==> config.mk <==
export PLATFORM = sky130hd
export DESIGN_NAME = ca_code_correlator
export DESIGN_NICKNAME = d
export VERILOG_FILES = /design/src/rtl/ca_code_correlator.sv
export SDC_FILE = /design/constraint.sdc
export NUM_CORES = 1
export LEC_CHECK = 0
export ABC_CLOCK_PERIOD_IN_PS = 5600
export CAP_MARGIN = 20
export CORE_UTILIZATION = 50
export CTS_BUF_LIST = sky130_fd_sc_hd__clkbuf_8
export DETAILED_ROUTE_END_ITERATION = 8
export GPL_TIMING_DRIVEN = 0
export PLACE_DENSITY = 0.71
export RECOVER_POWER = 25
export SETUP_SLACK_MARGIN = 0.4
export SLEW_MARGIN = 10
export SYNTH_ARGS = -nofsm -noshare
export SYNTH_HDL_FRONTEND = slang
export SYNTH_SLANG_ARGS = --single-unit
export TNS_END_PERCENT = 100
==> constraint.sdc <==
create_clock -name clk -period 5.6 [get_ports clk]
set_input_delay 0.84 -clock clk [delete_from_list [all_inputs] [get_ports clk]]
set_output_delay 0.84 -clock clk [all_outputs]
set_load 0.005 [all_outputs]
==> src/rtl/ca_code_correlator.sv <==
// Early/prompt/late C/A code correlator: integrates sign-corrected samples at three
// chip lags from epoch to epoch and dumps the sums through sticky saturating accumulators.
module ca_code_correlator #(
    parameter int SAMPLE_W = 4,
    parameter int ACC_W    = 16,
    parameter int CODE_LEN = 1023
) (
    input  logic                       clk,
    input  logic                       reset_n,
    input  logic                       chip_valid,
    input  logic                       chip,
    input  logic                       epoch,
    input  logic signed [SAMPLE_W-1:0] sample,
    output logic signed [ACC_W-1:0]    acc_e,
    output logic signed [ACC_W-1:0]    acc_p,
    output logic signed [ACC_W-1:0]    acc_l,
    output logic                       dump_valid,
    output logic                       len_err,
    output logic [9:0]                 chip_count
);

    localparam logic signed [ACC_W-1:0] ACC_MAX   = {1'b0, {(ACC_W-1){1'b1}}};
    localparam logic signed [ACC_W-1:0] ACC_MIN   = {1'b1, {(ACC_W-1){1'b0}}};
    localparam logic [9:0]              COUNT_MAX = 10'd1023;
    localparam logic [9:0]              LEN_EXP   = 10'(CODE_LEN);

    logic                    d1;
    logic                    d2;
    logic                    armed;
    logic [2:0]              lag;
    logic signed [ACC_W-1:0] sample_ext;
    logic signed [ACC_W-1:0] prod     [3];
    logic signed [ACC_W-1:0] sum_q    [3];
    logic signed [ACC_W-1:0] sum_next [3];
    logic [ACC_W:0]          wide     [3];
    logic [2:0]              stuck_q;
    logic [2:0]              stuck_next;

    // Lane 0 = early (current chip), 1 = prompt (d1), 2 = late (d2)
    assign lag        = {d2, d1, chip};
    assign sample_ext = {{(ACC_W-SAMPLE_W){sample[SAMPLE_W-1]}}, sample};

    // Sign-extended before negation so the most negative sample flips cleanly;
    // once a lane clips it holds its bound until the next epoch restart.
    always_comb begin
        for (int i = 0; i < 3; i++) begin
            prod[i]       = lag[i] ? -sample_ext : sample_ext;
            wide[i]       = {sum_q[i][ACC_W-1], sum_q[i]} + {prod[i][ACC_W-1], prod[i]};
            stuck_next[i] = stuck_q[i];
            sum_next[i]   = sum_q[i];
            if (!stuck_q[i]) begin
                if (wide[i][ACC_W] != wide[i][ACC_W-1]) begin
                    stuck_next[i] = 1'b1;
                    sum_next[i]   = wide[i][ACC_W] ? ACC_MIN : ACC_MAX;
                end else begin
                    sum_next[i] = wide[i][ACC_W-1:0];
                end
            end
        end
    end

    always_ff @(posedge clk or negedge reset_n) begin
        if (!reset_n) begin
            d1         <= 1'b0;
            d2         <= 1'b0;
            armed      <= 1'b0;
            acc_e      <= '0;
            acc_p      <= '0;
            acc_l      <= '0;
            dump_valid <= 1'b0;
            len_err    <= 1'b0;
            chip_count <= '0;
            stuck_q    <= '0;
            for (int i = 0; i < 3; i++) begin
                sum_q[i] <= '0;
            end
        end else begin
            dump_valid <= 1'b0;
            len_err    <= 1'b0;
            if (chip_valid) begin
                d1 <= chip;
                d2 <= d1;
                if (epoch) begin
                    // The first epoch only aligns the period; pre-epoch sums are dropped
                    if (armed) begin
                        acc_e      <= sum_q[0];
                        acc_p      <= sum_q[1];
                        acc_l      <= sum_q[2];
                        dump_valid <= 1'b1;
                        len_err    <= (chip_count != LEN_EXP);
                    end
                    armed      <= 1'b1;
                    chip_count <= 10'd1;
                    stuck_q    <= '0;
                    for (int i = 0; i < 3; i++) begin
                        sum_q[i] <= prod[i];
                    end
                end else begin
                    stuck_q <= stuck_next;
                    for (int i = 0; i < 3; i++) begin
                        sum_q[i] <= sum_next[i];
                    end
                    if (chip_count != COUNT_MAX) begin
                        chip_count <= chip_count + 10'd1;
                    end
                end
            end
        end
    end

endmodule

==> results.md, run 1 <==
- Outcome: finished with violations
- Violated checks: capacitance limit, slew limit
- Clock root buffer: clkbuf_8
- Nets: around 940
- IO buf count: between 60 and 70
- Metal2 WL: about 9.4 mm
- Power per cell area: ~630 nW/um^2
- GRT Total Usage: a little over a quarter
- Ys async rst share: between 90% and 100%
- Commonest non-fill, non-tap cell in the layout: dfrtp_1
- Worst path cell trace: clkdlybuf4s50_1, inv_2, ha_1, nand3_1, ha_1, a21oi_2, inv_1, ha_2, and3_1, a221oi_2, nor2b_1, a211oi_2, o31ai_1, a21oi_1, xnor2_1, ha_1, buf_2, a41o_1, nor3_4, buf_12, nor3_1, a211o_1
- Post-synth top area cell: dfrtp_1
- Sequential share of power: roughly a quarter
- DIE WIDTH: around 120 um
- RSZ-0062 raised after global routing: false
- Final setup viols: 0
- Antenna diodes: 0
- Die H: roughly 120 um
- # clock sinks: approximately 110
- Met3 WL post-DR: 1.027 mm
- Setup CP Type: in2reg
- Sw Share: between 40% and 50%
- Placement Cell Area: about 8400 um^2
- Antenna violations before repair: 0
- Iteration-0 DRC Markers: roughly 380
- Share of the core filled with cells: 61.15%
- Syn Inst Count: ~780
- Peak supply drop: just over 0.3 mV
- Layout cells sized above 1: between 10% and 20%
- Crit path arrival time: approximately 5.3 ns
- Post-synth EDFFs: 0
- Setup TNS: 0 ns
- Syn_nets: approximately 850
- Critical Path Start Type: input pin
- Post-synthesis cell type count: 72
- Metal-1 WL: 9.063 mm
- Initial Utilization: 51.48%
- Crit-path slowest cell: clkdlybuf4s50_1
- Final wirelength: 19.91 mm
- Skew-Pair Late Insertion Delay: roughly 0.45 ns
- Comb power frac: roughly three fifths
- Total internal power: ~3200 uW
- Worst setup EP type: flop
- Commonest cells after routing, fill and taps aside: 114 x dfrtp_1, 63 x clkdlybuf4s50_1, 62 x a21oi_1
- Buffer depth of the longest clock path: 2
- Fmax: a little over 200 MHz
- Final Cell Area: between 8000 and 9000 um^2
- # DRC: 0
- Top FF cell, synth: dfrtp_1
- Largest net degree at the start of global routing: 77
- Cts bufs inserted: 17
- Max-slew headroom: -37.35%
- Routability cong.: between 0.9 and 1
- Clock network fraction of total power: between 10 and 15%
- Tot Pwr: approximately 5600 uW
- Avg WL per Cell: 18.68 um
- Crit path max fanout: 10
- Synthesized area per cell: just under 10 um^2
- Clk slew on worst S/H paths: 0.07 ns
- Core area: 14590 um^2
- Via density: between 6 and 7
- Post-Syn Area: about 7500 um^2
- Area Growth Syn to Fin: 18.77%
- Clk_skew: about 0.013 ns
- Hold Buf Count CTS: 0
- Max cap viols: 2
- Vias: between 6000 and 7000
- Die Area: between 15000 and 20000 um^2
- Final Hold Violating Endpoints: 0
- CP most frequent cell: ha_1
- Final max-slew violation count: between 100 and 150
- Hpwl dp: approximately 15 mm
- Req. time, crit path: ~6 ns
- HP Class: reg2reg
- CTS tree: built
- Sequential share of the synthesized area: 37.98%
- Crit path largest cell delay: roughly 0.45 ns
- First-pass GRT wire length: around 33 mm
- FP Rows: between 40 and 50
- Top cell type's share of synthesized area: 37.98%
- Sw Pwr: ~2400 uW
- Yosys warnings: 0
- Tmin final: a little under 5 ns
- LEAKAGE: slightly below 0.004 uW
- Top cells by area, synth: dfrtp_1 38%, ha_1 9.7%, mux2_2 7.5%, a21oi_1 4.5%, o21ai_0 3.3%
- H-tree Lvls: 4
- GRT overflow: 0
- IO Pins: between 60 and 70
- ANT nets after route: 0
- Count of state elements after synthesis: between 100 and 150
- Worst Tran Pin Value: ~2.1 ns
- DR pass1 iterations: 8
- Top Metal Used: met4
- Fin crit share: approximately 88%
- Vias in the first global route: 6460
[layer usage]
metal,vias to the layer above,track usage (%)
met5,-,0
met4,0,9.568
met3,35,5.885
met2,202,42.35
met1,3181,35.91
li1,3069,-
[registers in the layout, indices dropped and copies added, names as in the netlist]
name / flops
acc_e: 16
acc_l: 16
acc_p: 16
armed: 1
chip_count: 10
d1: 1
d2: 1
dump_valid: 1
len_err: 1
stuck_q: 3
sum_q: 48
[path summary, 6_finish.rpt]
path                            from         to  slack [ns]  depth (start not counted)
max in group asynchronous    reset_n  acc_e[14]        1.89                          2
setup / recovery           sample[1]  sum_q[27]        0.65                         22
setup reg to reg                  d1  sum_q[27]        1.12                         18
hold reg to reg                armed      armed        0.48                          1
min in group asynchronous    reset_n   acc_l[9]        0.96                          1
hold / removal                 armed      armed        0.48                          1
[through the flow]
stage | hold slack (ns) | cells | worst slack, ns
final | 0.4809 | 1066 | 0.6535
after global routing | 0.5147 | 1066 | 0.4228
after floorplan | 0.4346 | 776 | 0.7423
after global placement | 0.4518 | 1026 | -0.7552
after detailed placement | 0.4524 | 1027 | -0.8492
after CTS | 0.2745 | 1063 | 0.4191
[cells in the mapped netlist (11+ instances only)]
cell,count
nand3_1,15
a21o_1,24
a211oi_1,16
a21boi_0,11
nand2_1,58
ha_1,58
xor2_1,17
nor2_1,58
mux2_2,50
a221o_1,11
inv_1,24
dfrtp_1,114
xnor2_1,27
o21ai_0,49
nor3_1,11
a21oi_1,67
clkbuf_1,19
o31ai_1,14
[layout make-up]
class	instances	area [um^2]
Fill cell	1242	5668
Multi-Input combinational cell	609	4501
Sequential cell	114	2853
Timing Repair Buffer	74	721.9
Clock buffer	18	247.7
Tap cell	184	230.2
Clock inverter	14	140.1
Buffer	28	133.9
Inverter	25	93.84
[power by group through the flow]
stage | clock network [uW] | registers [uW] | logic (uW)
final | 773 | 1500 | 3370
after global routing | 826 | 1550 | 3710
after CTS | 787 | 1500 | 3290
after detailed placement | 0 | 1510 | 3200
after global placement | 0 | 1500 | 3140
after floorplan | 0 | 1430 | 2240
[kinds of logic (layout without fill, tap and decap cells)]
logic type,after synthesis,after routing,share of synthesized area (%)
AOI/OAI and AO/OA,257,257,23.41
and+or+nand+nor,196,196,12.29
DFF,114,114,37.98
adders and majority gates,62,62,10.59
buffers and inverters,53,159,3.098
muxes,50,50,7.496
xor gates and xnor gates,44,44,5.131
[critical path, delay by kind of cell]
family          cells  cell delay, ns
compound gates      7            1.54
xor+xnor            1            0.15
fa+ha+maj           4            0.99
buf+inv             5            1.05
simple gates        5            0.69
[repair_timing]
item	in CTS	in global routing
setup endpoints to repair	25	27
gates cloned	0	0
pin swaps	2	5
buffers inserted	4	3
resized for setup	9	21
(Power assumes the default switching activity.)
==> run 2, diff against run 1 <==
- CORE_UTILIZATION: 50 -> 58
- PLACE_DENSITY: 0.71 -> 0.8
==> results.md, run 2 (synthesis gave the netlist of run 1 again) <==
- Outcome: finished with violations
- Violated checks: capacitance limit, slew limit
- Die H: 115.8 um (-7.0%)
- ANT nets after route: 0 (unchanged)
- Worst path cell trace: clkdlybuf4s50_1, inv_2, nand4_1, ha_1, a21oi_4, ha_1, and3_1, a221oi_2, nor2b_1, a211oi_2, o31ai_1, a21oi_2, xnor2_1, ha_1, buf_2, a41o_1, nor3_4, buf_4, a21boi_0, o31ai_1
- Cts bufs inserted: 17 (unchanged)
- Crit path largest cell delay: 0.53 ns (+0.08 ns)
- Nets: 936 (-0.32%)
- Final max-slew violation count: 117 (unchanged)
- Hpwl dp: 14.77 mm (-0.73%)
- Via density: 6.290 (+3.4%)
- Setup CP Type: in2reg
- HP Class: reg2reg
- Max reg flops: 48 (unchanged)
- Final setup viols: 0 (unchanged)
- Comb power frac: 59.2% (-0.5 points)
- LEAKAGE: 0.003905 uW (about the same)
- Sw Share: 42.80% (-0.24 points)
- DR pass1 iterations: 5 (-3)
- First-pass GRT wire length: 32.98 mm (-0.33%)
- Clock network fraction of total power: 14.6% (+0.9 points)
- Crit-path slowest cell: clkdlybuf4s50_1
- Fin crit share: 90.81% (+2.5 points)
- Tot Pwr: 5745 uW (+1.7%)
- Clock root buffer: clkbuf_8
- Commonest non-fill, non-tap cell in the layout: dfrtp_1
- Total internal power: 3286 uW (+2.2%)
- Max cap viols: 2 (unchanged)
- IO buf count: 66 (unchanged)
- Setup TNS: 0 ns (unchanged)
- DIE WIDTH: 115.8 um (-7.0%)
- Layout cells sized above 1: 13.99% (-0.75 points)
- RSZ-0062 raised after global routing: true
- Area Growth Syn to Fin: 18.56%
- Worst Tran Pin Value: 2.070 ns (+0.01013 ns)
- Iteration-0 DRC Markers: 553 (+44%)
- GRT Total Usage: 32.28% (+5.5 points)
- Crit path max fanout: 10 (unchanged)
- # fillers: 1005 (-19%)
- FP Rows: 41 (-6.8%)
- CTS tree: built
- Worst hold start: armed
- IO Pins: 69 (unchanged)
- Clk_skew: 0.01039 ns (-0.002686 ns)
- Worst r2r src: d2
- Crit path arrival time: 5.40 ns (+0.12 ns)
- Avg WL per Cell: 19.25 um (+3.1%)
- Commonest cells after routing, fill and taps aside: 114 x dfrtp_1, 64 x clkdlybuf4s50_1, 61 x a21oi_1
- Antenna violations before repair: 0 (unchanged)
- Initial Utilization: 59.52% (+8.0 points)
- Final wirelength: 20.23 mm (+1.6%)
- Fmax: 196.6 MHz (-2.7%)
- Power per cell area: 645.2 nW/um^2 (+1.9%)
- Max-slew headroom: -38.03% (-0.68 points)
- Antenna diodes: 0 (unchanged)
- Multi-input logic area: 4502 um^2 (about the same)
- # DRC: 0 (unchanged)
- Buffer depth of the longest clock path: 2 (unchanged)
- Final Hold Violating Endpoints: 0 (unchanged)
- Req. time, crit path: 5.92 ns (about the same)
- Sequential share of power: 26.2% (-0.4 points)
- Final Cell Area: 8905 um^2 (-0.18%)
- Largest net degree at the start of global routing: 78 (+1.3%)
- Register Area: 2853 um^2 (unchanged)
- Peak supply drop: 0.3592 mV (+16%)
- Die Area: 13410 um^2 (-14%)
- # clock sinks: 114 (unchanged)
- Skew-Pair Late Insertion Delay: 0.45 ns (about the same)
- CP most frequent cell: ha_1
- Core area: 12620 um^2 (-13%)
- Clk slew on worst S/H paths: 0.07 ns (about the same)
- Placement Cell Area: 8416 um^2 (-0.18%)
- Sw Pwr: 2459 uW (+1.2%)
- GRT overflow: 0 (unchanged)
- Critical Path Start Type: input pin
- Vias in the first global route: 6509 (+0.76%)
- H-tree Lvls: 4 (unchanged)
- Routability cong.: 0.9223 (+1.1%)
- Vias: 6611 (+1.9%)
- Tmin final: 5.085 ns (+0.1389 ns)
- Register bank with the most flops: sum_q
- Worst setup EP type: flop
- CP Launch Point: sample[3]
run 2: cell count changes in the layout (fill, tap and decap cells not counted), moves of 2 or more:
| cell | before | now |
|---|---|---|
| buf_4 | 6 | 4 |
| clkinv_4 | 2 | 0 |
| inv_1 | 23 | 25 |
| ha_2 | 3 | 1 |
| bufinv_16 | 2 | 4 |
run 2: stage by stage:
| step | util [%] | setup WS (ns) | std cells | hold WS (ns) |
|---|---|---|---|---|
| final | 70.56 | 0.5146 | 1051 | 0.4735 |
| after global routing | 70.56 | 0.2824 | 1051 | 0.4937 |
| after CTS | 70.37 | 0.4054 | 1049 | 0.2885 |
| after detailed placement | 66.69 | -0.7372 | 1015 | 0.4523 |
| after global placement | 66.46 | -0.7216 | 1014 | 0.4495 |
| after floorplan | - | 0.7423 | 776 | 0.4346 |
run 2: worst max-delay path: cells and delay by family:
family / cells / cell delay (ns)
AO/OA/AOI/OAI: 8 / 1.67
buffers and inverters: 4 / 1.10
adder cells (fa/ha/maj): 3 / 0.98
AND/OR/NAND/NOR: 4 / 0.63
XOR/XNOR: 1 / 0.14
run 2: metal layers:
layer | track usage [%] | vias to the layer above | part of all wire, %
met5 | 0 | - | 0
met1 | 42.51 | 3177 | 43
met4 | 15.81 | 0 | 3.1
met2 | 50.75 | 326 | 46
li1 | - | 3054 | -
met3 | 6.747 | 54 | 7.8
run 2: power groups by stage:
stage | sequential [uW] | clock (uW) | combinational [uW]
2_1_floorplan | 1430 | 0 | 2240
3_3_place_gp | 1500 | 0 | 3120
3_5_place_dp | 1510 | 0 | 3200
4_1_cts | 1500 | 847 | 3310
5_1_grt | 1560 | 878 | 3730
6_report | 1510 | 836 | 3400
run 2: what timing repair did:
action                                  CTS  global route
hold buffers                              0             0
setup buffers                             2             2
pin swaps                                 2             2
gates cloned                              0             0
gates resized for setup                  12            16
endpoints found under the setup margin   30            28
run 2: area by class of cell:
type | instances | share of cell area, %
flip-flops and latches | 114 | 32.04
multi-input cells | 609 | 50.56
plain buffers | 28 | 1.503
clock buffers | 18 | 2.782
clock inverters | 14 | 1.925
inverters | 25 | 1.096
well taps | 172 | 2.417
repair buffers | 71 | 7.686
run 2: final timing paths:
check / endpoint / slack [ns] / cells past startpoint
min reg2reg: armed / 0.47 / 1
min in group asynchronous: sum_q[9] / 0.98 / 1
max: sum_q[16] / 0.51 / 20
max reg2reg: sum_q[7] / 0.95 / 16
min: armed / 0.47 / 1
max in group asynchronous: sum_q[30] / 1.88 / 2
==> RTL edit (config.mk and constraints of run 2) <==
The parameter `SAMPLE_W` goes from 4 to 3.
--- a/src/rtl/ca_code_correlator.sv
+++ b/src/rtl/ca_code_correlator.sv
@@ -2,5 +2,5 @@
 // chip lags from epoch to epoch and dumps the sums through sticky saturating accumulators.
 module ca_code_correlator #(
-    parameter int SAMPLE_W = 4,
+    parameter int SAMPLE_W = 3,
     parameter int ACC_W    = 16,
     parameter int CODE_LEN = 1023
Ports: changed (resized sample); port bits go from 69 to 68. The function was not compared with the original's and may differ.
==> RTL edit against run 2 <==
  * Largest cell class unchanged
  * Count of clock-buffer cells in the layout rose by 2
  * Total power fell by 4.6%
  * Clock power fell by 7.7%
  * Cell area fell by 3.1%
  * Setup slack improved by 0.095 ns
  * Via count fell by 3.6%
  * Sequential cell count did not move
  * The run still ends with capacitance limit, slew limit left
  * Die area fell by 2.6%
  * Critical path depth rose by 3
  * Register-to-register slack improved by 0.50 ns
  * Wire length fell by 8.1%
  * Area after synthesis fell by 2.7%
==> RTL edit: results (changes against run 2) <==
syn nets: 835 (-1.3%)
Slew Limit Fails: 117 (unchanged)
DR iter-0 viols: 492 (-11%)
Max Clock Skew: 0.0143 ns (+0.00387 ns)
Worst Path Arrival: 5.34 ns (-0.06 ns)
Placed Instances: 1,002 (-1.3%)
CP startpoint: sample[1]
DR vias/cell: 6.16 (-2.0%)
setup repair bufs after CTS: 0 (-2)
complex-gate fraction of the synthesized area: 22.4% (-0.98 points)
worst setup path end: sum_q[18]
Post-DP Area: 8220 sq um (-2.3%)
All-Layer GR Usage: 30.5% (-1.8 points)
vias in the first global route: 6,234 (-4.2%)
synthesized-area fraction occupied by adder cells: 11.2% (+0.56 points)
leakage power: 3.77 nW (-3.4%)
routability cong.: 0.920 (-0.23%)
total of max-cap violations: 2 (unchanged)
Achievable Freq: 200 MHz (+1.9%)
Worst-Margin Slew: 1.95 ns (-0.118 ns)
failing checks: capacitance limit, slew limit
top cells by count, synth: 114 x dfrtp_1, 64 x a21oi_1, 63 x nand2_1
met2 WL: 8.69 mm (-7.6%)
sequential cells: 114 (unchanged)
fin cells: 1,034 (-1.6%)
FF-to-FF Start: d1
status: complete, but fails checks
FILL cells: 944 (-6.1%)
fin nets: 922 (-1.5%)
-- RTL edit: power by group through the flow --
| stage | Combinational (mW) | Sequential, mW | Clock, mW |
|---|---|---|---|
| 3_3_place_gp | 3.03 | 1.48 | 0 |
| 2_1_floorplan | 2.20 | 1.42 | 0 |
| 3_5_place_dp | 3.12 | 1.50 | 0 |
| 5_1_grt | 3.55 | 1.53 | 0.820 |
| 6_report | 3.22 | 1.49 | 0.772 |
| 4_1_cts | 3.15 | 1.49 | 0.781 |
-- RTL edit: worst max-delay path: stages --
cell and delay [ns]:
clkdlybuf4s50_1 0.48, inv_1 0.12, ha_1 0.15, inv_1 0.04
ha_1 0.22, a21oi_1 0.29, inv_2 0.17, ha_1 0.36
nor3_1 0.18, nor2_1 0.08, a31oi_2 0.27, o21ai_1 0.19
a21oi_1 0.17, o21bai_1 0.08, a21oi_1 0.25, xnor2_1 0.16
ha_2 0.34, nand2_1 0.09, a21oi_2 0.06, or2_1 0.22
buf_2 0.17, o221a_1 0.25, a21o_1 0.15
